## config.mk

```make
export PLATFORM = sky130hd
export DESIGN_NAME = mem_seq_ctrl
export DESIGN_NICKNAME = d
export VERILOG_FILES = /design/src/rtl/mem_seq_ctrl.sv
export SDC_FILE = /design/constraint.sdc
export NUM_CORES = 1
export LEC_CHECK = 0
export BUFFER_PORTS_ARGS = -buffer_cell sky130_fd_sc_hd__buf_4
export CORE_MARGIN = 5
export CORE_UTILIZATION = 54
export DETAILED_ROUTE_END_ITERATION = 7
export PLACE_DENSITY = 0.84
export REMOVE_ABC_BUFFERS = 1
export SLEW_MARGIN = 20
export SYNTH_ARGS = -nofsm -noshare
export SYNTH_HDL_FRONTEND = slang
export SYNTH_SLANG_ARGS = --single-unit
```

## constraint.sdc

```tcl
create_clock -name clk -period 2.5 [get_ports clk]
set_input_delay 0.375 -clock clk [delete_from_list [all_inputs] [get_ports clk]]
set_output_delay 0.375 -clock clk [all_outputs]
set_load 0.05 [all_outputs]
```

## src/rtl/mem_seq_ctrl.sv

```systemverilog
// Multi-cycle instruction sequencer for the PC/memory-address datapath.
// Walks FETCH/DECODE/EXEC/MEM/WB with req/ack memory handshakes and a sticky trap.
module mem_seq_ctrl #(
    parameter int TIMEOUT = 8,
    parameter int CNT_W   = 4
) (
    input  logic        clk,
    input  logic        rst,
    input  logic [6:0]  opcode,
    input  logic        branch_taken,
    input  logic        mem_ack,
    input  logic        stall,
    output logic [1:0]  pc_sel,
    output logic        mem_sel,
    output logic        mem_req,
    output logic        mem_we,
    output logic        ir_we,
    output logic        rf_we,
    output logic        trap,
    output logic [2:0]  state,
    output logic [31:0] instret
);

    typedef enum logic [2:0] {
        S_IDLE   = 3'd0,
        S_FETCH  = 3'd1,
        S_DECODE = 3'd2,
        S_EXEC   = 3'd3,
        S_MEM    = 3'd4,
        S_WB     = 3'd5,
        S_TRAP   = 3'd6
    } state_e;

    localparam logic [6:0] OP_LUI    = 7'b0110111;
    localparam logic [6:0] OP_AUIPC  = 7'b0010111;
    localparam logic [6:0] OP_JAL    = 7'b1101111;
    localparam logic [6:0] OP_JALR   = 7'b1100111;
    localparam logic [6:0] OP_BRANCH = 7'b1100011;
    localparam logic [6:0] OP_LOAD   = 7'b0000011;
    localparam logic [6:0] OP_STORE  = 7'b0100011;
    localparam logic [6:0] OP_IMM    = 7'b0010011;
    localparam logic [6:0] OP_REG    = 7'b0110011;

    state_e           state_q, state_d;
    logic [6:0]       op_q, op_d;
    logic [CNT_W-1:0] cnt_q, cnt_d, cnt_inc;
    logic [31:0]      instret_q, instret_d;
    logic             legal, timeout_hit;
    logic             is_jump, is_branch, is_store, is_mem;

    always_comb begin
        legal = 1'b0;
        case (opcode)
            OP_LUI, OP_AUIPC, OP_JAL, OP_JALR, OP_BRANCH,
            OP_LOAD, OP_STORE, OP_IMM, OP_REG: legal = 1'b1;
            default: legal = 1'b0;
        endcase
    end

    assign is_jump   = (op_q == OP_JAL) || (op_q == OP_JALR);
    assign is_branch = (op_q == OP_BRANCH);
    assign is_store  = (op_q == OP_STORE);
    assign is_mem    = (op_q == OP_LOAD) || is_store;

    // Trap fires on the cycle whose missed ack would bring the count to TIMEOUT.
    assign cnt_inc     = cnt_q + CNT_W'(1);
    assign timeout_hit = (TIMEOUT != 0) && (cnt_inc == CNT_W'(TIMEOUT));

    always_comb begin
        state_d   = state_q;
        op_d      = op_q;
        cnt_d     = cnt_q;
        instret_d = instret_q;
        pc_sel    = 2'b11;
        mem_sel   = 1'b0;
        mem_req   = 1'b0;
        mem_we    = 1'b0;
        ir_we     = 1'b0;
        rf_we     = 1'b0;
        trap      = 1'b0;
        unique case (state_q)
            S_IDLE: begin
                if (!stall) begin
                    state_d = S_FETCH;
                    cnt_d   = '0;
                end
            end
            S_FETCH: begin
                mem_req = 1'b1;
                if (mem_ack) begin
                    ir_we   = 1'b1;
                    state_d = S_DECODE;
                end else if (timeout_hit) begin
                    state_d = S_TRAP;
                end else begin
                    cnt_d = cnt_inc;
                end
            end
            S_DECODE: begin
                op_d    = opcode;
                state_d = legal ? S_EXEC : S_TRAP;
            end
            S_EXEC: begin
                if (is_mem) begin
                    state_d = S_MEM;
                    cnt_d   = '0;
                end else begin
                    state_d = S_WB;
                end
            end
            S_MEM: begin
                mem_sel = 1'b1;
                mem_req = 1'b1;
                mem_we  = is_store;
                if (mem_ack) begin
                    state_d = S_WB;
                end else if (timeout_hit) begin
                    state_d = S_TRAP;
                end else begin
                    cnt_d = cnt_inc;
                end
            end
            S_WB: begin
                pc_sel    = (is_jump || (is_branch && branch_taken)) ? 2'b00 : 2'b01;
                rf_we     = !(is_branch || is_store);
                instret_d = instret_q + 32'd1;
                if (stall) begin
                    state_d = S_IDLE;
                end else begin
                    state_d = S_FETCH;
                    cnt_d   = '0;
                end
            end
            S_TRAP: begin
                trap = 1'b1;
            end
            default: begin
                state_d = S_IDLE;
            end
        endcase
    end

    always_ff @(posedge clk) begin
        if (rst) begin
            state_q   <= S_IDLE;
            op_q      <= '0;
            cnt_q     <= '0;
            instret_q <= '0;
        end else begin
            state_q   <= state_d;
            op_q      <= op_d;
            cnt_q     <= cnt_d;
            instret_q <= instret_d;
        end
    end

    assign state   = state_q;
    assign instret = instret_q;

endmodule

```

==> impl_metrics.py, run 1 <==
metrics = {
    "run_status": {
        "status": "completed",
    },
    "logic_synthesis": {
        "synth_edf_count": 0,
        "syn_inst": 291,
        "yosysTopAreaCell": "dfxtp_1",
        "ys_types": 49,
        "synth-simple-area-share": 0.302,
        "synth_top_area_frac": 0.381,
        "synth_warnings": 0,
        "synth_sequential_area_ratio": 0.381,
        "synth_compound_area_frac": 0.185,
        "synth_area_um2": 2420,
        "synth_top_family_by_area": "simple AND/OR/NAND/NOR gates",
        "ys_async_sr_fraction": 0,
        "synth_area_per_cell_um2": 8.32,
        "ys_top_cells_by_area": "dfxtp_1 38%, or4_1 5.9%, a21oi_1 5.8%",
        "muxShareOfSynthArea": 0.0336,
        "synthXorXnorAreaFrac": 0.0362,
        "synth_ff_type": "dfxtp_1",
        "synthAdderAreaFrac": 0.0103,
        "ys_ff_latch": 46,
    },
    "place": {
        "globalplace.congestion": 0.878,
        "dp_cells": 383,
        "port_buffers": 54,
        "dp_hpwl_um": 4000,
    },
    "layout": {
        "syn2layout_area_growth_pct": 23.1,
        "final_net_count": 352,
        "drive_gt1_frac": 0.215,
        "fillCellCount": 381,
        "instances_no_fill": 391,
        "antenna_cells": 0,
    },
    "worst_setup_path": {
        "worstPathArrival_ns": 2.34,
        "path_cells": "nand4_1 -> or4_1 -> buf_4 -> nor4_1 -> mux2_2",
        "rr_endpoint": "instret[29]",
        "path_buf_inv": 1,
        "critPathCaptureType": "register",
        "rr_startpoint": "instret[3]",
        "crit_family": "simple AND/OR/NAND/NOR gates",
        "startpoint_type": "register",
        "slowest_delay_ns": 0.53,
        "slowest_stage": "or4_1",
        "r2r_setup_slack_ns": 0.36,
        "r2r_cells": 5,
        "cp_max_fo": 22,
        "crit_required_ns": 2.70,
        "critPathKind": "reg2reg",
    },
    "floorplan": {
        "std_cell_rows": 24,
        "fp.dieH_um": 76.9,
        "initial_core_util": 0.556,
        "die_w_um": 76.9,
        "ios": 55,
        "coreArea_um2": 4350,
        "dieArea_um2": 5920,
    },
    "global_routing": {
        "grt_pass1_wl_um": 9590,
        "grt_antenna_before_repair": 0,
        "grt_max_degree": 28,
        "grt_usage": 0.188,
        "overflow": 0,
        "grt_pass1_vias": 2141,
    },
    "clock_tree": {
        "cts_sinks": 46,
        "insertion_delay_ns": 0.30,
        "cts_resized": 0,
        "numCtsBuffers": 5,
        "cts_setup_buffers": 0,
        "path_clk_slew_ns": 0.09,
        "clockRootBuffer": "clkbuf_8",
        "cts_tree": "done",
        "ctsHoldBuffers": 0,
        "htreeDepth": 2,
        "cts_max_path_buffers": 2,
    },
    "sta": {
        "worst_slew_pin_slew_ns": 0.759,
        "timing.final.hold_violations": 0,
        "slew_viol_final": 0,
        "fin_skew_ns": 0.0111,
        "holdWs_ns": 0.337,
        "rsz0062_at_grt": "false",
        "timing.final.crit_share": 0.856,
        "maxSlewHeadroom": 0.492,
        "fmaxAchievable_mhz": 467,
        "setup_viol": 0,
        "min_period_ns": 2.14,
    },
    "power_and_ir_drop": {
        "leakagePower_nw": 1.08,
        "power_density_nw_per_um2": 635,
        "ir_drop_v": 0.000397,
    },
    "route": {
        "dr.pass1.iters": 4,
        "drt_iter0_markers": 114,
        "vias": 2393,
        "vias_per_cell": 6.12,
        "post_drt_wl_per_cell_um": 14.3,
        "drc": 0,
        "wirelength_um": 5610,
        "ant_nets": 0,
    },
    "hold_path": {
        "hold_depth": 3,
        "hp-class": "in2reg",
        "holdPathEnd": "op_q[3]",
        "min-delay-start": "opcode[3]",
    },
    "flow_run": {
        "drv_cap": 0,
    },
}
-- through the flow --
stage           util  area [µm²]  setup TNS [ns]  worst slack, ns  total power [W]
5_1_grt        0.684        2980               0            0.224          0.00198
2_1_floorplan      -        2320           -3.60           -0.724          0.00109
3_5_place_dp   0.651        2840               0            0.369          0.00123
3_3_place_gp   0.651        2840               0            0.393          0.00123
4_1_cts        0.684        2980               0            0.355          0.00191
6_report       0.684        2980               0            0.360          0.00189
-- layer usage --
metal  vias up  global-route usage  wire length, µm
li1       1188                   -                -
met1      1136               0.238             2410
met2        62               0.319             2810
met3         7              0.0386              317
met4         0              0.0542               61
met5         -                   0                0
-- report_power, final --
group	total, W	internal (W)	switching (W)
Clock	0.000675	0.000426	0.000249
Sequential	0.000784	0.000759	0.0000247
Combinational	0.000434	0.000151	0.000283
Total	0.00189	0.00134	0.000556
-- worst reg2reg max path: cells and delay by family, from the launching register on --
kind                   cells  cell delay (ns)
buffers and inverters      1             0.21
muxes                      1             0.36
DFF                        1             0.45
and+or+nand+nor            3             1.02
-- logic make-up (layout without fill, tap and decap cells) --
| kind of cell | count (synthesis) | in the layout |
|---|---|---|
| simple gates | 129 | 129 |
| compound gates | 69 | 69 |
| flops | 46 | 46 |
| buf+inv | 27 | 75 |
| xor+xnor | 10 | 10 |
| mux | 8 | 8 |
| fa+ha+maj | 2 | 2 |
-- worst max path at each step --
stage | from | end | slack (ns) | cells past startpoint
global route | instret[3] | instret[29] | 0.22 | 5
finish | instret[3] | instret[29] | 0.36 | 5
global placement | instret[3] | instret[29] | 0.39 | 5
floorplan | state[2] | mem_we | -0.72 | 3
CTS | state[2] | instret[28] | 0.35 | 5
detailed placement | state[2] | instret[28] | 0.37 | 5
-- synthesized netlist by cell type, types with 2 or more instances --
library cell   n
ha_1           2
nor4_1         3
a41oi_1        2
xor2_1         3
or3_1          6
mux2i_1        7
nor2b_1        5
buf_6          3
and3_1         2
o31ai_1       18
and2_1         3
inv_1          6
xnor2_1        7
and4_1         6
nand3_1       12
clkbuf_1      15
nor2_1        31
o211ai_1       2
nand2b_1       3
dfxtp_1       46
or4_1         19
and3b_1        2
nand4_1        8
nor3_1         6
a21oi_1       28
nand2_1       16
nand3b_1       2
o21ai_0        7
-- flip-flops by register name (all words and copies together), names as in the netlist --
| register | flops |
|---|---|
| instret | 32 |
| op_q | 7 |
| cnt_q | 4 |
| state | 3 |
-- cells in the final DEF (no fill, tap or decap), types with 5 or more instances in the layout --
master | netlist | routed
xnor2_1 | 7 | 7
or4_1 | 19 | 19
mux2i_1 | 7 | 7
buf_4 | 0 | 60
clkbuf_8 | 0 | 6
nand2_1 | 16 | 16
nor2_1 | 31 | 31
inv_1 | 6 | 6
or3_1 | 6 | 6
a21oi_1 | 28 | 28
nor3_1 | 6 | 6
nand4_1 | 8 | 8
nand3_1 | 12 | 12
o21ai_0 | 7 | 7
o31ai_1 | 18 | 18
nor2b_1 | 5 | 5
dfxtp_1 | 46 | 46
and4_1 | 6 | 6
-- area by class of cell --
class	count	area (µm²)	share of cell area
Clock buffer	6	82.6	0.0277
Clock inverter	2	60.1	0.0202
Timing Repair Buffer	60	450	0.151
Inverter	7	28.8	0.00966
Sequential cell	46	921	0.309
Tap cell	52	65.1	0.0218
Multi-Input combinational cell	218	1370	0.460
No activity file was read; power rests on OpenSTA's default activity.
==> run 2: changes to the inputs <==
clock period = 2.3 ns   (was 2.5 ns; I/O delays follow)
==> run 2 against run 1 <==
  * Clock skew fell by 0.0080 ns
  * Wire length fell by 2.9%
  * Design area fell by 1.5%
  * Final cell count rose by 0.51%
  * Sequential power rose by 8.5%
  * Die area did not move
  * Combinational power rose by 10%
  * Worst hold slack got worse by 0.034 ns
==> impl_metrics.py, run 2 (same netlist as run 1, synthesis figures left out) <==
metrics = {
    "run_status": {
        "status": "completed",
    },
    "clock_tree": {
        "cts_setup_buffers": 0,
        "ctsHoldBuffers": 0,
        "insertion_delay_ns": 0.29,
        "clockRootBuffer": "clkbuf_8",
        "cts_resized": 0,
        "path_clk_slew_ns": 0.08,
        "cts_tree": "done",
        "numCtsBuffers": 5,
        "cts_sinks": 46,
        "htreeDepth": 2,
        "cts_max_path_buffers": 2,
    },
    "floorplan": {
        "ios": 55,
        "std_cell_rows": 24,
        "coreArea_um2": 4350,
        "fp.dieH_um": 76.9,
        "dieArea_um2": 5920,
        "initial_core_util": 0.556,
        "die_w_um": 76.9,
    },
    "global_routing": {
        "grt_pass1_vias": 2141,
        "grt_max_degree": 28,
        "grt_antenna_before_repair": 0,
        "overflow": 0,
        "grt_usage": 0.184,
        "grt_pass1_wl_um": 9380,
    },
    "worst_setup_path": {
        "path_buf_inv": 1,
        "slowest_delay_ns": 0.54,
        "worstPathArrival_ns": 2.31,
        "slowest_stage": "or4_1",
        "critPathKind": "reg2reg",
        "crit_family": "simple AND/OR/NAND/NOR gates",
        "crit_required_ns": 2.49,
        "cp_max_fo": 22,
        "critPathCaptureType": "register",
        "startpoint_type": "register",
        "path_cells": "nand4_1 -> or4_1 -> buf_4 -> nor4_1 -> mux2_2",
    },
    "route": {
        "ant_nets": 0,
        "drt_iter0_markers": 145,
        "post_drt_wl_per_cell_um": 13.8,
        "vias": 2352,
        "dr.pass1.iters": 4,
        "wirelength_um": 5440,
        "drc": 0,
        "vias_per_cell": 5.98,
    },
    "sta": {
        "fin_skew_ns": 0.00319,
        "timing.final.hold_violations": 0,
        "worst_slew_pin_slew_ns": 0.438,
        "min_period_ns": 2.12,
        "maxSlewHeadroom": 0.706,
        "fmaxAchievable_mhz": 472,
        "rsz0062_at_grt": "false",
        "setup_viol": 0,
        "setup_tns_ns": 0,
        "slew_viol_final": 0,
        "timing.final.crit_share": 0.921,
    },
    "layout": {
        "final_cell_mix": "63 x buf_4, 46 x dfxtp_1, 31 x nor2_1",
        "drive_gt1_frac": 0.214,
        "final_net_count": 355,
        "syn2layout_area_growth_pct": 21.3,
        "final_common_cell": "buf_4",
        "largest_reg_flops": 32,
        "antenna_cells": 0,
    },
    "power_and_ir_drop": {
        "power_density_nw_per_um2": 607,
        "finalPower_w": 0.00178,
        "ir_drop_v": 0.000552,
        "leakagePower_nw": 1.07,
    },
    "flow_run": {
        "drv_cap": 0,
    },
    "hold_path": {
        "hp-class": "in2reg",
    },
    "place": {
        "globalplace.congestion": 0.906,
        "port_buffers": 54,
        "dp_hpwl_um": 3960,
    },
}
## run 2: layer usage
| metal | track usage | part of all wire | vias up |
|---|---|---|---|
| met1 | 0.224 | 0.44 | 1098 |
| met5 | 0 | 0 | - |
| met4 | 0.0664 | 0.0094 | 0 |
| li1 | - | - | 1184 |
| met2 | 0.303 | 0.49 | 66 |
| met3 | 0.0550 | 0.064 | 4 |
## run 2: stage by stage
stage | area, µm² | instances | setup slack, ns | utilization | hold WS (ns)
3_5_place_dp | 2860 | 386 | 0.182 | 0.657 | 0.481
5_1_grt | 2940 | 393 | 0.0418 | 0.674 | 0.308
4_1_cts | 2940 | 393 | 0.177 | 0.674 | 0.299
2_1_floorplan | 2320 | 271 | -0.894 | - | 0.414
6_report | 2940 | 393 | 0.183 | 0.674 | 0.303
3_3_place_gp | 2860 | 386 | 0.233 | 0.657 | 0.468
## run 2: area by class of cell
cell class | instances | area [µm²]
tap | 52 | 65.1
multi-input combinational | 218 | 1370
inverter | 7 | 28.8
timing repair buffer | 63 | 473
fill | 359 | 1420
sequential | 46 | 921
clock buffer | 7 | 76.3
## run 2: tightest hold or removal path: stages
cell and delay, ns:
buf_4 0.09, mux2i_1 0.06, nor2_1 0.07
## run 2: path summary, 6_finish.rpt
kind                               endpoint  cells past startpoint        start  slack (ns)
worst max-delay path            instret[29]                      5   instret[3]        0.18
worst min-delay path                op_q[5]                      3    opcode[5]        0.30
worst max register to register  instret[29]                      5   instret[3]        0.18
worst min register to register  instret[31]                      2  instret[31]        0.49
## run 2: where the power goes
group	internal (W)	total, W	switching (W)
Combinational	0.000169	0.000478	0.000309
Sequential	0.000826	0.000851	0.0000252
Clock	0.000209	0.000452	0.000243
==> run 3: changes to the inputs <==
ABC_AREA = 1   (was not set)
CORE_UTILIZATION = 55   (was 54)
MAX_ROUTING_LAYER = met4   (was not set)
==> run 3 against run 2 <==
  * Die area increased by 4.9%
  * Count of clock-buffer cells in the layout is 2 lower
  * Via count increased by 14%
  * Final cell count rose by 29%
  * Critical path type is now reg2out
  * Critical endpoint is now rf_we
  * Largest power group unchanged
==> impl_metrics.py, run 3 <==
metrics = {
    "layout": {
        "antenna_cells": 0,
        "instances_no_fill": 506,
        "final_cell_mix": "98 x nand2_1, 69 x nor2_1, 56 x buf_4",
        "largest_reg_flops": 32,
        "final_net_count": 466,
        "fin_util": 0.675,
        "drive_gt1_frac": 0.188,
        "fillCellCount": 421,
        "syn2layout_area_growth_pct": 20.8,
        "design_area_um2": 3150,
        "final_common_cell": "nand2_1",
    },
    "global_routing": {
        "grt_usage": 0.215,
        "grt_pass1_wl_um": 10600,
        "grt_pass1_vias": 2545,
        "overflow": 0,
        "grt_max_degree": 19,
        "grt_antenna_before_repair": 0,
    },
    "route": {
        "drt_iter0_markers": 170,
        "vias": 2689,
        "drc": 0,
        "dr.pass1.iters": 4,
        "vias_per_cell": 5.31,
        "wirelength_um": 6260,
        "ant_nets": 0,
        "post_drt_wl_per_cell_um": 12.4,
    },
    "logic_synthesis": {
        "synth_top_family_by_area": "simple AND/OR/NAND/NOR gates",
        "synth_top_area_frac": 0.354,
        "synth_area_per_cell_um2": 6.59,
        "ys_types": 30,
        "synthAdderAreaFrac": 0.00961,
        "synth_area_um2": 2600,
        "synth_edf_count": 0,
        "ys_ff_latch": 46,
        "ys_async_sr_fraction": 0,
        "muxShareOfSynthArea": 0,
        "synthXorXnorAreaFrac": 0.0202,
        "synth-simple-area-share": 0.441,
        "synth_commonest_cells": "98 x nand2_1, 69 x nor2_1, 46 x dfxtp_1, 46 x inv_1, 29 x nand3_1",
        "yosysTopAreaCell": "dfxtp_1",
        "synth_warnings": 0,
        "synth_compound_area_frac": 0.0951,
        "ys_top_cells_by_area": "dfxtp_1 35%, nand2_1 14%, nor2_1 9.9%",
        "synth_ff_type": "dfxtp_1",
        "synth_sequential_area_ratio": 0.354,
        "syn_inst": 395,
        "synth.most_common_cell": "nand2_1",
    },
    "worst_setup_path": {
        "crit_end": "rf_we",
        "crit_required_ns": 1.96,
        "startpoint_type": "register",
        "critPathKind": "reg2out",
        "r2r_setup_slack_ns": 0.67,
        "slowest_stage": "dfxtp_1",
        "worstPathArrival_ns": 1.76,
        "crit_family": "flip-flops",
        "r2r_cells": 10,
        "rr_endpoint": "instret[24]",
        "setup.worst_path.start": "state[0]",
        "path_cells": "nand3_4 -> inv_2 -> o21ai_0 -> a21oi_1 -> buf_4",
        "slowest_delay_ns": 0.52,
        "rr_startpoint": "instret[0]",
        "critPathCaptureType": "output port",
        "path_buf_inv": 2,
        "path_depth": 5,
        "cp_max_fo": 9,
    },
    "sta": {
        "holdWs_ns": 0.272,
        "worst_slew_pin_slew_ns": 0.475,
        "min_period_ns": 2.10,
        "rsz0062_at_grt": "false",
        "maxSlewHeadroom": 0.681,
        "setup_viol": 0,
        "timing.final.crit_share": 0.915,
        "slew_viol_final": 0,
        "timing.final.hold_violations": 0,
        "fmaxAchievable_mhz": 475,
        "fin_skew_ns": 0.00801,
    },
    "hold_path": {
        "hp-class": "in2reg",
    },
    "floorplan": {
        "die_w_um": 78.8,
        "fp.dieH_um": 78.8,
        "initial_core_util": 0.559,
        "ios": 55,
        "coreArea_um2": 4660,
        "std_cell_rows": 25,
        "dieArea_um2": 6210,
    },
    "clock_tree": {
        "cts_setup_buffers": 0,
        "numCtsBuffers": 5,
        "htreeDepth": 2,
        "cts_tree": "done",
        "cts_sinks": 46,
        "insertion_delay_ns": 0.30,
        "clockRootBuffer": "clkbuf_8",
        "cts_max_path_buffers": 2,
        "cts_resized": 0,
        "ctsHoldBuffers": 0,
        "path_clk_slew_ns": 0.08,
    },
    "run_status": {
        "status": "completed",
    },
    "place": {
        "globalplace.congestion": 0.886,
        "port_buffers": 54,
        "dp_cells": 499,
        "dp_hpwl_um": 4790,
        "placed_cell_area_um2": 3070,
    },
    "power_and_ir_drop": {
        "power_density_nw_per_um2": 704,
        "ir_drop_v": 0.000550,
        "leakagePower_nw": 1.49,
    },
    "flow_run": {
        "drv_cap": 0,
    },
}
[run 3: worst min path at each step]
stage / from / endpoint / slack, ns / cells after the start
6_report: opcode[3] / op_q[3] / 0.27 / 3
5_1_grt: opcode[3] / op_q[3] / 0.28 / 3
4_1_cts: opcode[3] / op_q[3] / 0.27 / 3
3_5_place_dp: op_q[2] / op_q[2] / 0.47 / 2
3_3_place_gp: op_q[2] / op_q[2] / 0.46 / 2
2_1_floorplan: rst / instret[1] / 0.41 / 1
[run 3: routing by layer]
layer,track usage,up-vias,wire (µm)
met2,0.375,67,3070
met1,0.252,1239,2780
met5,-,-,0
met3,0.0374,8,328
li1,-,1375,-
met4,0.0670,0,83
[run 3: cell type report]
class / instances / area, µm² / share of cell area
multi-input cells: 294 / 1480 / 0.469
flip-flops and latches: 46 / 921 / 0.293
repair buffers: 56 / 420 / 0.134
inverters: 49 / 184 / 0.0584
clock buffers: 5 / 68.8 / 0.0219
well taps: 54 / 67.6 / 0.0215
clock inverters: 2 / 10.0 / 0.00318
[run 3: worst reg2reg max path: stages (launching register included)]
cell and delay (ns):
dfxtp_1 0.41, ha_1 0.21, nand3_1 0.12, nor2_4 0.21
nand2_4 0.10, nor2_8 0.13, nand2_2 0.09, nor2_2 0.11
nand2_1 0.06, nand2_1 0.05, nor2_1 0.03
[run 3: cells by family after synthesis]
group,Yosys count
compound gates,48
xor+xnor,6
fa+ha+maj,2
buf+inv,55
flops,46
simple gates,238
[run 3: stage by stage]
step,total power (W),TNS (ns),setup slack (ns)
2_1_floorplan,0.00154,-0.783,-0.278
3_3_place_gp,0.00173,0,0.615
3_5_place_dp,0.00175,0,0.546
4_1_cts,0.00222,0,0.210
5_1_grt,0.00235,0,0.0713
6_report,0.00222,0,0.197
[run 3: report_power, final]
part           switching [W]  internal, W  total, W
Combinational       0.000526     0.000253  0.000779
Sequential         0.0000778     0.000875  0.000953
Clock               0.000280     0.000205  0.000485
